[src/rtl/pingpong_pkg.sv]
// Shared types and helpers for the ping-pong buffer controller.
package pingpong_pkg;

    // Read-side FSM states: IDLE (nothing to drain), DRAIN (emitting reads)
    typedef enum logic [0:0] {
        IDLE  = 1'b0,
        DRAIN = 1'b1
    } rd_state_t;

    // Counter width for a modulo-n counter; a single-state counter still needs one bit
    function automatic int cnt_width(input int n);
        return (n > 1) ? $clog2(n) : 1;
    endfunction

endpackage

[src/rtl/pingpong_rate_tick.sv]
// Read-side rate generator: free-running modulo-TICK_DIV counter that emits a
// registered one-cycle tick on each wrap; clr restarts the period from zero.
module rate_tick #(
    parameter int TICK_DIV = 25_000_000
) (
    input  logic clk_in,
    input  logic rst,
    input  logic clr,
    output logic tick
);
    import pingpong_pkg::*;

    localparam int               CNT_W   = cnt_width(TICK_DIV);
    localparam logic [CNT_W-1:0] CNT_MAX = CNT_W'(TICK_DIV - 1);
    localparam logic [CNT_W-1:0] CNT_ONE = CNT_W'(1);

    logic [CNT_W-1:0] cnt_r;
    logic             tick_r;

    // Count 0..TICK_DIV-1 and flag the wrap; clear gives a clean period start
    always_ff @(posedge clk_in or posedge rst) begin
        if (rst) begin
            cnt_r  <= '0;
            tick_r <= 1'b0;
        end else if (clr) begin
            cnt_r  <= '0;
            tick_r <= 1'b0;
        end else if (cnt_r == CNT_MAX) begin
            cnt_r  <= '0;
            tick_r <= 1'b1;
        end else begin
            cnt_r  <= cnt_r + CNT_ONE;
            tick_r <= 1'b0;
        end
    end

    assign tick = tick_r;

endmodule

[src/rtl/pingpong_ctrl.sv]
// Ping-pong buffer controller: producer fills one bank at full rate while the
// other bank is drained at one word per read tick. Banks swap once the write
// bank is full and the read side is idle.
module pingpong_ctrl #(
    parameter int DEPTH    = 16,
    parameter int TICK_DIV = 25_000_000
) (
    input  logic                     clk_in,
    input  logic                     rst,
    input  logic                     wr_valid,
    output logic                     wr_ready,
    output logic                     wr_en,
    output logic                     wr_bank,
    output logic [$clog2(DEPTH)-1:0] wr_addr,
    output logic                     rd_en,
    output logic                     rd_bank,
    output logic [$clog2(DEPTH)-1:0] rd_addr,
    output logic                     swap_pulse,
    output logic                     overrun
);
    import pingpong_pkg::*;

    localparam int            AW       = $clog2(DEPTH);
    localparam logic [AW-1:0] ADDR_MAX = AW'(DEPTH - 1);
    localparam logic [AW-1:0] ADDR_ONE = AW'(1);

    rd_state_t     state_r,   state_nxt_s;
    logic          wr_full_r, wr_full_nxt_s;
    logic          wr_bank_r, wr_bank_nxt_s;
    logic [AW-1:0] wr_addr_r, wr_addr_nxt_s;
    logic [AW-1:0] rd_addr_r, rd_addr_nxt_s;
    logic          overrun_r, overrun_nxt_s;
    logic          swap_pulse_r;
    logic          wr_en_s;
    logic          rd_en_s;
    logic          swap_s;
    logic          tick_s;

    // The tick period is restarted on every swap so the first read lands
    // exactly TICK_DIV cycles after the swap pulse.
    rate_tick #(
        .TICK_DIV (TICK_DIV)
    ) u_rate_tick (
        .clk_in (clk_in),
        .rst    (rst),
        .clr    (swap_s),
        .tick   (tick_s)
    );

    // Next-state logic: write pointer/full flag, read FSM and swap decision
    always_comb begin
        wr_en_s       = wr_valid & ~wr_full_r;
        swap_s        = wr_full_r & (state_r == IDLE);
        rd_en_s       = tick_s & (state_r == DRAIN);
        state_nxt_s   = state_r;
        wr_full_nxt_s = wr_full_r;
        wr_bank_nxt_s = wr_bank_r;
        wr_addr_nxt_s = wr_addr_r;
        rd_addr_nxt_s = rd_addr_r;
        overrun_nxt_s = overrun_r | (wr_valid & wr_full_r);

        case (state_r)
            IDLE: begin
                if (swap_s) begin
                    state_nxt_s   = DRAIN;
                    wr_bank_nxt_s = ~wr_bank_r;
                    wr_full_nxt_s = 1'b0;
                    rd_addr_nxt_s = '0;
                end else begin
                    state_nxt_s = IDLE;
                end
            end
            DRAIN: begin
                if (rd_en_s) begin
                    if (rd_addr_r == ADDR_MAX) begin
                        rd_addr_nxt_s = '0;
                        state_nxt_s   = IDLE;
                    end else begin
                        rd_addr_nxt_s = rd_addr_r + ADDR_ONE;
                    end
                end else begin
                    state_nxt_s = DRAIN;
                end
            end
            default: begin
                state_nxt_s = IDLE;
            end
        endcase

        // A write only happens while not full, and a swap only while full,
        // so the two never touch wr_full in the same cycle.
        if (wr_en_s) begin
            if (wr_addr_r == ADDR_MAX) begin
                wr_addr_nxt_s = '0;
                wr_full_nxt_s = 1'b1;
            end else begin
                wr_addr_nxt_s = wr_addr_r + ADDR_ONE;
            end
        end else begin
            wr_addr_nxt_s = wr_addr_r;
        end
    end

    // State registers; reset restarts on bank 0, address 0 with nothing to drain
    always_ff @(posedge clk_in or posedge rst) begin
        if (rst) begin
            state_r      <= IDLE;
            wr_full_r    <= 1'b0;
            wr_bank_r    <= 1'b0;
            wr_addr_r    <= '0;
            rd_addr_r    <= '0;
            overrun_r    <= 1'b0;
            swap_pulse_r <= 1'b0;
        end else begin
            state_r      <= state_nxt_s;
            wr_full_r    <= wr_full_nxt_s;
            wr_bank_r    <= wr_bank_nxt_s;
            wr_addr_r    <= wr_addr_nxt_s;
            rd_addr_r    <= rd_addr_nxt_s;
            overrun_r    <= overrun_nxt_s;
            swap_pulse_r <= swap_s;
        end
    end

    assign wr_ready   = ~wr_full_r;
    assign wr_en      = wr_en_s;
    assign wr_bank    = wr_bank_r;
    assign wr_addr    = wr_addr_r;
    assign rd_en      = rd_en_s;
    assign rd_bank    = ~wr_bank_r;
    assign rd_addr    = rd_addr_r;
    assign swap_pulse = swap_pulse_r;
    assign overrun    = overrun_r;

endmodule

[config.mk]
export PLATFORM = sky130hd
export DESIGN_NAME = pingpong_ctrl
export DESIGN_NICKNAME = d
export VERILOG_FILES = /design/src/rtl/pingpong_pkg.sv /design/src/rtl/pingpong_rate_tick.sv /design/src/rtl/pingpong_ctrl.sv
export SDC_FILE = /design/constraint.sdc
export NUM_CORES = 1
export LEC_CHECK = 0
export BUFFER_PORTS_ARGS = -buffer_cell sky130_fd_sc_hd__buf_2
export CAP_MARGIN = 20
export CORE_MARGIN = 8
export CORE_UTILIZATION = 45
export DETAILED_ROUTE_END_ITERATION = 16
export PLACE_DENSITY = 0.67
export SLEW_MARGIN = 5
export SYNTH_ARGS = -nofsm -noshare
export SYNTH_HDL_FRONTEND = slang
export SYNTH_SLANG_ARGS = --single-unit
[constraint.sdc]
create_clock -name clk_in -period 1.9 [get_ports clk_in]
set_input_delay 0.38 -clock clk_in [delete_from_list [all_inputs] [get_ports clk_in]]
set_output_delay 0.38 -clock clk_in [all_outputs]
set_load 0.02 [all_outputs]
# After elaboration in Yosys (flattened, before gate mapping)

Cells that the tools add are included.

Add/subtract/negate cells: 3
Eq/ne operators: 5
Mux-type cells: 17
Bitwise logic cells: 8
Reductions and logical operators: 2

Operators with widths:

| operator                | count |
|---|---|
| $mux W25                | 2 |
| $add A25 B1 Y25 const B | 1 |
| $eq A25 B25 Y1 const B  | 1 |
| $mux W4                 | 4 |
| $mux W1                 | 9 |
| $add A4 B1 Y4 const B   | 2 |
| $eq A4 B4 Y1 const B    | 2 |
| $pmux W4 S2             | 1 |
| $and A1 B1 Y1           | 4 |
| $ne A2 B2 Y1 const B    | 2 |
| $reduce_and A2 Y1       | 2 |
| $not A1 Y1              | 3 |
| $pmux W1 S2             | 1 |
| $or A1 B1 Y1            | 1 |

Flip-flop bits (word level): 39
Input bits: 3
Output and inout port bits: 15
Word-level logic and storage cells: 44

# Logic depth before layout (Yosys ltp)

Depth after elaboration: 6
Mapped depth: 6
Depth with buffers taken out: 6

# Hierarchy

A second synthesis with hierarchy kept.

Cells, all modules: 192
Area, all modules: 1891.8 sq um

By module, submodules not included:

| module        | instances | cells each | area an instance (sq um) | seq. area each (sq um) |
|---|---|---|---|---|
| rate_tick     | 1         | 138        | 1305.0                   | 650.6 |
| pingpong_ctrl | 1         | 54         | 586.8                    | 325.3 |

# Worst setup path before layout

Ideal clock, no wire load.

Path kind: register -> register
Start point: register u_rate_tick.cnt_r[0]
End point: register u_rate_tick.cnt_r[22]
Setup time: 73 ps
Arrival time: 1601 ps
Data required time: 1827 ps
Slack: 226 ps
Stages on the path, launching flop included: 7
Path buffers: 1
Clock period less this slack: 1674 ps
Cell sequence: dfrtp_1 -> ha_1 -> and4_1 -> nand2_1 -> clkbuf_1 -> or4_4 -> a21oi_2

Longest elaborated chain between the ends: 3
Elaborated cells on any way between the ends: 4
Those cells by class: 1 x add/sub; 1 x eq/ne; 2 x mux

RTL lines:

| what                                                     | line                                               | text |
|---|---|---|
| from (decl)                                              | pingpong_rate_tick.sv:17                           | `logic [CNT_W-1:0] cnt_r;` |
| from (signal assigned)                                   | pingpong_rate_tick.sv:32                           | `cnt_r <= cnt_r + CNT_ONE;` |
| $add A25 B1 Y25 / $eq A25 B25 Y1 (equally long branches) | pingpong_rate_tick.sv:32, pingpong_rate_tick.sv:28 |  |
| $mux W25 (*)                                             | pingpong_rate_tick.sv:28                           | `end else if (cnt_r == CNT_MAX) begin` |
| $mux W25 (*)                                             | pingpong_rate_tick.sv:25                           | `end else if (clr) begin` |

Every way passes the cells marked *; elsewhere a longest branch is shown, timed or not.
A chain may end at the register's enable or synchronous reset.

# Final worst setup path

Start point: register u_rate_tick.cnt_r[0]
End point: register u_rate_tick.cnt_r[24]

The elaborated chain is that of the path after synthesis.

==> impl_metrics.csv <==
group,metric,value,unit
setup_path,critPathMaxStageDelay,0.49,ns
yosys,synth.area.top_cells,"dfrtp_1, xor2_1, nor2_1",
sta,slew_headroom,68.27,%
status,status,"completed",
global_route,antenna_found_initial,0,
cells_and_area,area_growth,14.28,%
place,dp_slack,0.1051,ns
die,die-area,6659,sq um
sta,tightestPinTransition,0.4760,ns
global_route,grt_pass1_vias,1471,
die,rows,24,
setup_path,crit_type,"reg -> reg",
place,hpwl,2.543,mm
global_route,grt_pass1_wl,6.568,mm
setup_path,crit_buf_inv,0,
setup_path,rrSetupSlack,0.17,ns
cells_and_area,nNetsFinal,220,
drt,vias,1476,
drt,drt-met1-wl,1.950,mm
sta,hold_viol_final,0,
die,initial_utilization,45.42,%
job,timing.max_cap.violations,0,
drt,via_per_inst,5.528,
place,numPortBuffers,17,
setup_path,cp-start-kind,"register",
cells_and_area,fillers,398,
global_route,grt_start_max_net_pins,40,
drt,wl_met2,1.592,mm
yosys,synth_largest_area_cell,"dfrtp_1",
sta,fin_crit_sh,91.24,%
cells_and_area,num_antenna_cells,0,
setup_path,crit_arrival,1.96,ns
setup_path,crit_chain,"ha_1 > and4_1 > nand2_2 > or4_1 > a21oi_1",
place,routabilityCongestion,0.7467,
min_path,hold_class,"in -> async",
cells_and_area,layout-drive-gt1-share,19.07,%
sta,setup_violations,0,
sta,rsz0062_at_grt,"no",
sta,final.setup.tns,0,ns
power_and_ir_drop,vdd_ir_drop_max,674.1,uV
yosys,ys_seq_area_share,50.39,%
yosys,yosys_warnings,0,
setup_path,cp_max_fo,11,
drt,drt_wl_total,3.697,mm
sta,timing.hold.ws,0.1909,ns
clock_tree,tritoncts,"yes",
sta,post-route-min-period,1.734,ns
yosys,ys_ff_latch,39,
yosys,synthFlopType,"dfrtp_1",
yosys,syn_inst,192,
clock_tree,cts_buffer_depth,2,
yosys,syn_avg_cell_area,10.09,sq um
drt,maxUsedRoutingLayer,"met4",
yosys,yosysUniqueCellTypes,36,
die,core-area,4264,sq um
die,die_h,81.61,um
drt,dr_wl_met3,94,um
yosys,netlist.area_leader.share,50.39,%
die,ios,18,
global_route,overflow,0,
clock_tree,cts_buffers,5,
drt,drc,0,
setup_path,crit_start,"u_rate_tick.cnt_r[0]",
drt,avgRoutedWirePerCell,13.85,um
setup_path,cp-end-kind,"register",
sta,timing.fmax,576.8,MHz
setup_path,crit_required,2.12,ns
clock_tree,htree_levels,2,
sta,fin_worst_skew,0.006072,ns
sta,setup_ws,0.1664,ns
power_and_ir_drop,p_leak,0.9840,nW
yosys,async_reset_ff_share,100.0,%
power_and_ir_drop,power.density,882.8,nW/um^2
global_route,track_usage,12.55,%
clock_tree,clk_latency,0.29,ns
drt,ant_nets,0,
die,die_w,81.61,um
yosys,synth-edff-count,0,
drt,drtPass1Iterations,4,
drt,first_iter_violations,47,
yosys,syn_nets,198,
clock_tree,cts.sinks,39,
setup_path,cpLargestDelayFamily,"simple AND/OR/NAND/NOR gates",
setup_path,r2r_start,"u_rate_tick.cnt_r[0]",
sta,final_max_slew_viol_count,0,
clock_tree,cts_root_buffer,"clkbuf_8",
setup_path,critPathSlowestCell,"or4_1",
yosys,syn_area,1937,sq um
clock_tree,path_clk_slew,0.08,ns
==> metrics by stage <==
step | std cells | cell area (sq um) | power (mW) | utilization, %
floorplan | 192 | 1937 | 1.159 | -
global placement | 259 | 2093 | 1.257 | 49.09
detailed placement | 259 | 2093 | 1.261 | 49.09
CTS | 267 | 2211 | 1.974 | 51.85
global route | 267 | 2213 | 2.045 | 51.91
finish | 267 | 2213 | 1.954 | 51.91
==> tightest hold or removal path: cells and delay by family <==
kind                   cells  cell delay (ns)
buffers and inverters      3             0.55
==> sequential cells by signal, indices dropped and copies added (netlist names) <==
signal	cells
overrun	1
rd_addr	4
state_r	1
swap_pulse	1
u_rate_tick.cnt_r	25
u_rate_tick.tick	1
wr_addr	4
wr_bank	1
wr_full_r	1
==> layout make-up <==
type                    count  area (sq um)  area share [%]
inverters                   8         30.03           1.357
well taps                  52         65.06           2.940
multi-input cells         138         889.6           40.19
repair buffers             22         135.1           6.105
flip-flops and latches     39         975.9           44.09
clock buffers               6         82.58           3.731
clock inverters             2         35.03           1.583
==> synth_stat cells, drive strengths merged, types with 2 or more instances <==
cell type,n
o21ai,10
ha,3
nand4,9
xnor2,6
and3,5
a21oi,11
or4,7
or3,2
buf,5
nand3,11
nand2,19
nor2,20
inv,8
clkbuf,2
and4,6
xor2,10
nor4,3
o31ai,8
dfrtp,39
==> cells in the final DEF (no fill, tap or decap), drive strengths merged, types with 2 or more instances in the layout <==
cell	Yosys	routed
dfrtp	39	39
nor2	20	20
nand2	19	19
a21oi	11	11
ha	3	3
nand4	9	9
inv	8	8
xor2	10	10
and3	5	5
o31ai	8	8
or3	2	2
o21ai	10	10
xnor2	6	6
and4	6	6
buf	5	22
clkbuf	2	6
or4	7	7
nor4	3	3
nand3	11	11
==> logic make-up after synthesis <==
family / count (synthesis) / synth area share (%)
XOR/XNOR: 16 / 7.235
AND/OR/NAND/NOR: 85 / 24.68
buffers and inverters: 15 / 3.811
flip-flops: 39 / 50.39
adder cells (fa/ha/maj): 3 / 1.938
AO/OA/AOI/OAI: 34 / 11.95
==> where the power goes <==
part / switching (mW) / internal, mW
combinational: 0.184 / 0.101
sequential: 0.0685 / 0.886
clock: 0.289 / 0.425
==> layer usage <==
metal  GRT usage, %  vias to the layer above
met3          3.939                        7
met2          19.41                       20
met1          16.10                      718
met5              0                        -
li1               -                      731
met4          4.737                        0
==> path summary, 6_finish.rpt <==
check                      cells past startpoint                    end
setup / recovery                               5  u_rate_tick.cnt_r[24]
hold reg to reg                                1                overrun
min in group clk_in                            2                overrun
max in group asynchronous                      3  u_rate_tick.cnt_r[13]
setup reg to reg                               5  u_rate_tick.cnt_r[24]
hold / removal                                 3  u_rate_tick.cnt_r[18]
==> timing repair <==
item	in CTS	in global routing
buffers inserted	0	0
hold buffers	0	0
setup endpoints to repair	0	3
gates resized for setup	0	1
No activity file was read; power rests on OpenSTA's default activity.
